--- src/rtl/alu_pkg.sv ---
// Shared definitions for the ALU issue queue: opcodes, default widths and the entry layout.
package alu_pkg;

    localparam logic [4:0] OP_ADD = 5'b00001;
    localparam logic [4:0] OP_SUB = 5'b00010;
    localparam logic [4:0] OP_MUL = 5'b00011;

    localparam int DEF_TAG_W  = 4;
    localparam int DEF_DATA_W = 32;

    typedef struct packed {
        logic                  rdy;
        logic [DEF_TAG_W-1:0]  tag;
        logic [DEF_DATA_W-1:0] data;
    } iq_src_t;

    typedef struct packed {
        logic                 valid;
        logic [4:0]           opcode;
        logic [DEF_TAG_W-1:0] dest_tag;
        iq_src_t              src1;
        iq_src_t              src2;
    } iq_entry_t;

endpackage

--- src/rtl/iq_select_lowest.sv ---
// Combinational priority picker: grants the lowest set bit of req.
module iq_select_lowest #(
    parameter int N = 4
) (
    input  logic [N-1:0]         req,
    output logic [$clog2(N)-1:0] idx,
    output logic                 any
);
    localparam int IW = $clog2(N);

    always_comb begin
        idx = '0;
        any = 1'b0;
        // Scan downwards so the lowest requesting index is written last.
        for (int i = N - 1; i >= 0; i--) begin
            if (req[i]) begin
                idx = IW'(i);
                any = 1'b1;
            end
        end
    end
endmodule

--- src/rtl/alu_issue_queue.sv ---
// Reservation-style issue queue ahead of the ALU: holds ops until both operands
// arrive (directly or via CDB) and issues the lowest-index ready op each cycle.
module alu_issue_queue
    import alu_pkg::*;
#(
    parameter int DEPTH  = 4,
    parameter int TAG_W  = DEF_TAG_W,
    parameter int DATA_W = DEF_DATA_W
) (
    input  logic                       clk,
    input  logic                       reset,
    input  logic                       dispatch_valid,
    output logic                       dispatch_ready,
    input  logic [4:0]                 dispatch_opcode,
    input  logic [TAG_W-1:0]           dispatch_dest_tag,
    input  logic                       dispatch_src1_rdy,
    input  logic [TAG_W-1:0]           dispatch_src1_tag,
    input  logic [DATA_W-1:0]          dispatch_src1_data,
    input  logic                       dispatch_src2_rdy,
    input  logic [TAG_W-1:0]           dispatch_src2_tag,
    input  logic [DATA_W-1:0]          dispatch_src2_data,
    input  logic                       cdb_valid,
    input  logic [TAG_W-1:0]           cdb_tag,
    input  logic [DATA_W-1:0]          cdb_data,
    output logic                       issue_valid,
    output logic [4:0]                 issue_opcode,
    output logic [DATA_W-1:0]          issue_src1_data,
    output logic [DATA_W-1:0]          issue_src2_data,
    output logic [TAG_W-1:0]           issue_dest_tag,
    output logic [$clog2(DEPTH):0]     occupancy
);
    localparam int IW = $clog2(DEPTH);
    localparam int OW = IW + 1;

    // Local entry layout so non-default widths still work.
    typedef struct packed {
        logic              rdy;
        logic [TAG_W-1:0]  tag;
        logic [DATA_W-1:0] data;
    } src_t;

    typedef struct packed {
        logic             valid;
        logic [4:0]       opcode;
        logic [TAG_W-1:0] dest_tag;
        src_t             src1;
        src_t             src2;
    } entry_t;

    entry_t             entries [DEPTH];
    entry_t             disp_entry;
    logic [DEPTH-1:0]   eligible;
    logic [DEPTH-1:0]   free_vec;
    logic [IW-1:0]      sel_idx;
    logic [IW-1:0]      free_idx;
    logic               sel_any;
    logic               free_any;
    logic               disp_fire;

    for (genvar g = 0; g < DEPTH; g++) begin : g_vec
        assign eligible[g] = entries[g].valid && entries[g].src1.rdy && entries[g].src2.rdy;
        assign free_vec[g] = ~entries[g].valid;
    end

    iq_select_lowest #(.N(DEPTH)) u_sel (
        .req (eligible),
        .idx (sel_idx),
        .any (sel_any)
    );

    // Allocation looks at registered valids, so a slot freed by this cycle's issue is not reused yet.
    iq_select_lowest #(.N(DEPTH)) u_alloc (
        .req (free_vec),
        .idx (free_idx),
        .any (free_any)
    );

    assign dispatch_ready = free_any;
    assign disp_fire      = dispatch_valid && free_any;

    // Same-cycle CDB bypass so a dispatching op never misses its wakeup.
    always_comb begin
        disp_entry           = '0;
        disp_entry.valid     = 1'b1;
        disp_entry.opcode    = dispatch_opcode;
        disp_entry.dest_tag  = dispatch_dest_tag;
        disp_entry.src1.tag  = dispatch_src1_tag;
        disp_entry.src1.rdy  = dispatch_src1_rdy;
        disp_entry.src1.data = dispatch_src1_data;
        disp_entry.src2.tag  = dispatch_src2_tag;
        disp_entry.src2.rdy  = dispatch_src2_rdy;
        disp_entry.src2.data = dispatch_src2_data;
        if (!dispatch_src1_rdy && cdb_valid && dispatch_src1_tag == cdb_tag) begin
            disp_entry.src1.rdy  = 1'b1;
            disp_entry.src1.data = cdb_data;
        end
        if (!dispatch_src2_rdy && cdb_valid && dispatch_src2_tag == cdb_tag) begin
            disp_entry.src2.rdy  = 1'b1;
            disp_entry.src2.data = cdb_data;
        end
    end

    always_ff @(posedge clk or posedge reset) begin
        if (reset) begin
            for (int i = 0; i < DEPTH; i++) entries[i] <= '0;
            issue_valid     <= 1'b0;
            issue_opcode    <= '0;
            issue_src1_data <= '0;
            issue_src2_data <= '0;
            issue_dest_tag  <= '0;
            occupancy       <= '0;
        end else begin
            for (int i = 0; i < DEPTH; i++) begin
                if (entries[i].valid && cdb_valid) begin
                    if (!entries[i].src1.rdy && entries[i].src1.tag == cdb_tag) begin
                        entries[i].src1.rdy  <= 1'b1;
                        entries[i].src1.data <= cdb_data;
                    end
                    if (!entries[i].src2.rdy && entries[i].src2.tag == cdb_tag) begin
                        entries[i].src2.rdy  <= 1'b1;
                        entries[i].src2.data <= cdb_data;
                    end
                end
            end
            issue_valid <= sel_any;
            if (sel_any) begin
                entries[sel_idx].valid <= 1'b0;
                issue_opcode           <= entries[sel_idx].opcode;
                issue_src1_data        <= entries[sel_idx].src1.data;
                issue_src2_data        <= entries[sel_idx].src2.data;
                issue_dest_tag         <= entries[sel_idx].dest_tag;
            end
            if (disp_fire) entries[free_idx] <= disp_entry;
            occupancy <= occupancy + OW'(disp_fire) - OW'(sel_any);
        end
    end
endmodule

--- config.mk ---
export PLATFORM = sky130hd
export DESIGN_NAME = alu_issue_queue
export DESIGN_NICKNAME = d
export VERILOG_FILES = /design/src/rtl/alu_pkg.sv /design/src/rtl/iq_select_lowest.sv /design/src/rtl/alu_issue_queue.sv
export SDC_FILE = /design/constraint.sdc
export NUM_CORES = 1
export LEC_CHECK = 0
export CAP_MARGIN = 20
export CORE_MARGIN = 1.5
export CORE_UTILIZATION = 40
export DETAILED_ROUTE_END_ITERATION = 10
export PLACE_DENSITY = 0.7
export SLEW_MARGIN = 40
export SYNTH_ARGS = -nofsm -noshare
export SYNTH_HDL_FRONTEND = slang
export SYNTH_SLANG_ARGS = --single-unit
--- constraint.sdc ---
create_clock -name clk -period 17.1 [get_ports clk]
set_clock_uncertainty 0.1 [all_clocks]
set_input_delay 3.42 -clock clk [delete_from_list [all_inputs] [get_ports clk]]
set_output_delay 3.42 -clock clk [all_outputs]
set_load 0.02 [all_outputs]
==> impl_metrics.env <==
export IMPL_rows=80
export IMPL_slew_headroom_pct=39.8
export IMPL_vias_per_cell=6.23
export IMPL_path_clk_slew_ns=0.06
export IMPL_start_util_pct=40.4
export IMPL_multi_input_area_um2=7930
export IMPL_cap_violations=0
export IMPL_clkLatencyLatePin_ns=0.58
export IMPL_tightestPinTransition_ns=0.903
export IMPL_critPathKind="primary input to register"
export IMPL_post_dp_cell_area_um2=21800
export IMPL_irDropWorstVdd_mv=0.116
export IMPL_power_density_nw_per_um2=202
export IMPL_n_fill_cell=4304
export IMPL_first_global_vias=17200
export IMPL_status="complete, no violations"
export IMPL_drt_iter0_drc=1673
export IMPL_startpoint_type="primary input"
export IMPL_vias=16800
export IMPL_min_path_type="register to register"
export IMPL_wl_per_cell_um=24.1
export IMPL_antenna_found_initial=6
export IMPL_post_dp_hpwl_mm=38.7
export IMPL_max_freq_mhz=149
export IMPL_period_share_pct=39.1
export IMPL_place_inst=2620
export IMPL_slew_violations=0
export IMPL_core_um2=47600
export IMPL_regArea_um2=10300
export IMPL_hold_violations=0
export IMPL_syn_area_um2=19200
export IMPL_synthCells=1946
export IMPL_final_nets=2178
export IMPL_dp_slack_ns=9.70
export IMPL_fin_util_pct=48.8
export IMPL_worstHoldStart="entries[327]"
export IMPL_setup_ws_ns=10.41
export IMPL_finalSetupTns_ns=0
export IMPL_numCtsBuffers=45
export IMPL_htreeDepth=2
export IMPL_arrival_ns=6.97
export IMPL_endpoint_kind="register"
export IMPL_place_gp_congestion=0.834
export IMPL_grt_overflow=0
export IMPL_max_stage_delay_ns=0.87
export IMPL_drive_above_1_share_pct=12.5
export IMPL_route_detailed_drc=0
export IMPL_port_buffers=200
export IMPL_cts_setup_buffers=0
export IMPL_ys_warn_count=0
export IMPL_ys_types=46
export IMPL_synth_fp_nets=2071
export IMPL_root_buffer="clkbuf_16"
export IMPL_synth_async_reset_ratio_pct=100
export IMPL_setup_viol=0
export IMPL_cts_sinks=413
export IMPL_yosysSeqAreaShare_pct=53.7
export IMPL_grt_total_usage_pct=26.2
export IMPL_cts_resized=0
export IMPL_postSynthAreaPerCell_um2=9.89
export IMPL_holdWs_ns=0.372
export IMPL_grt_pass1_wl_mm=102
export IMPL_fin_area_um2=23300
export IMPL_fin_crit_ns=6.69
export IMPL_path_cells="clkdlybuf4s50_1 > xnor2_1 > nand3_1 > nor4b_4 > buf_4 > buf_6 > a21o_2 > a221oi_1"
export IMPL_synthFlopType="dfrtp_1"
export IMPL_cp_max_fo=95
export IMPL_ys_ff_latch=413
export IMPL_worstPathRequired_ns=17.38
export IMPL_r2r_start="entries[335]"
export IMPL_drtAntennaViolNets=0
export IMPL_total_power_mw=4.70
export IMPL_dieArea_um2=49400
export IMPL_die_y_um=222
export IMPL_grt_max_degree=121
export IMPL_wirelength_mm=65.2
export IMPL_stdcell_count=2699
export IMPL_critPathSlowestCell="clkdlybuf4s50_1"
export IMPL_rsz0062_at_grt="no"
export IMPL_synth_edf_count=0
export IMPL_area_growth_pct=20.9
export IMPL_ios=201
export IMPL_die_w_um=222
export IMPL_startpoint="cdb_tag[0]"
export IMPL_detail_route_first_pass_iterations=6
export IMPL_p_leak_nw=9.64
export IMPL_cts_tree="done"
export IMPL_cts_hold_buf=0
export IMPL_clock_tree_buffer_depth=3
==> synthesized netlist by cell type, types with 35 or more instances <==
cell type	instances	area share (%)
nand2_1	366	7.1
nor3_1	71	1.8
a21oi_1	65	1.7
nor2_1	112	2.2
a31oi_1	73	2.4
xnor2_1	35	1.6
o221ai_1	73	3.3
o221a_2	128	7.5
inv_1	100	2.0
buf_2	44	1.1
clkbuf_1	110	2.1
or3_1	129	4.2
dfrtp_1	413	54
a221oi_1	64	2.9
==> per-layer routing <==
| metal | up-vias | global-route usage (%) | wire length (µm) |
|---|---|---|---|
| li1 | 7309 | - | - |
| met1 | 8457 | 34.9 | 26600 |
| met2 | 878 | 42.0 | 30700 |
| met3 | 149 | 6.08 | 6190 |
| met4 | 10 | 8.93 | 1670 |
| met5 | - | 0 | 67 |
==> cell usage in the layout (no fill, tap or decap), drive strengths merged, types with 2 or more instances in the layout <==
cell	synthesis	final
dfrtp	413	413
nand2	366	366
clkdlybuf4s50	0	200
or3	129	129
o221a	128	128
nor2	113	113
inv	100	101
o221ai	73	73
a31oi	73	73
nor3	71	71
clkbuf	110	68
a21oi	65	65
a221oi	64	64
xnor2	35	35
buf	65	35
o32ai	32	32
o22ai	32	32
o21ai	19	19
nand3	14	14
xor2	8	8
clkinv	0	7
or4	4	4
a21boi	4	4
nand4	3	3
nor2b	3	3
nand3b	2	2
nor4	2	2
and2	2	2
a21o	2	2
==> critical path: cells and delay by family <==
family | cells | cell delay, ns
XOR/XNOR | 1 | 0.19
buffers and inverters | 3 | 1.81
AND/OR/NAND/NOR | 2 | 0.42
AO/OA/AOI/OAI | 2 | 1.02
==> registers in the layout, indices dropped and copies added, names as in the netlist <==
name / flops
issue_opcode: 5
issue_src1_data: 32
issue_valid: 1
issue_src2_data: 32
issue_dest_tag: 4
entries: 336
occupancy: 3
==> path summary, 6_finish.rpt <==
check,endpoint,slack (ns),cells after the start
worst max-delay path,entries[125],10.41,8
worst min-delay path,entries[327],0.37,2
worst max register to register,occupancy[2],13.38,11
worst min register to register,entries[327],0.37,2
max in group asynchronous,issue_src2_data[27],11.84,4
min in group asynchronous,issue_src2_data[8],3.22,2
==> cell families (layout without fill, tap and decap cells) <==
family	count (synthesis)	in the layout	share of synthesized area, %
flip-flops	413	413	53.7
other	0	1	0
AO/OA/AOI/OAI	496	496	21.2
buffers and inverters	275	412	6.22
AND/OR/NAND/NOR	717	717	16.7
adder cells (fa/ha/maj)	2	2	0.169
XOR/XNOR	43	43	1.96
==> power breakdown <==
| part | internal [mW] | switching (mW) | total (mW) |
|---|---|---|---|
| logic | 0.867 | 1.12 | 1.98 |
| registers | 1.46 | 0.295 | 1.76 |
| clock network | 0.554 | 0.402 | 0.956 |
| total | 2.88 | 1.81 | 4.70 |
==> final cells by class <==
class / count / area share [%]
inverters: 100 / 1.67
multi-input cells: 1258 / 34.1
repair buffers: 235 / 10.4
clock buffers: 68 / 5.77
well taps: 615 / 3.31
diodes: 1 / 0.0108
clock inverters: 9 / 0.333
flip-flops and latches: 413 / 44.4
Power figures use the tool's default switching activity.
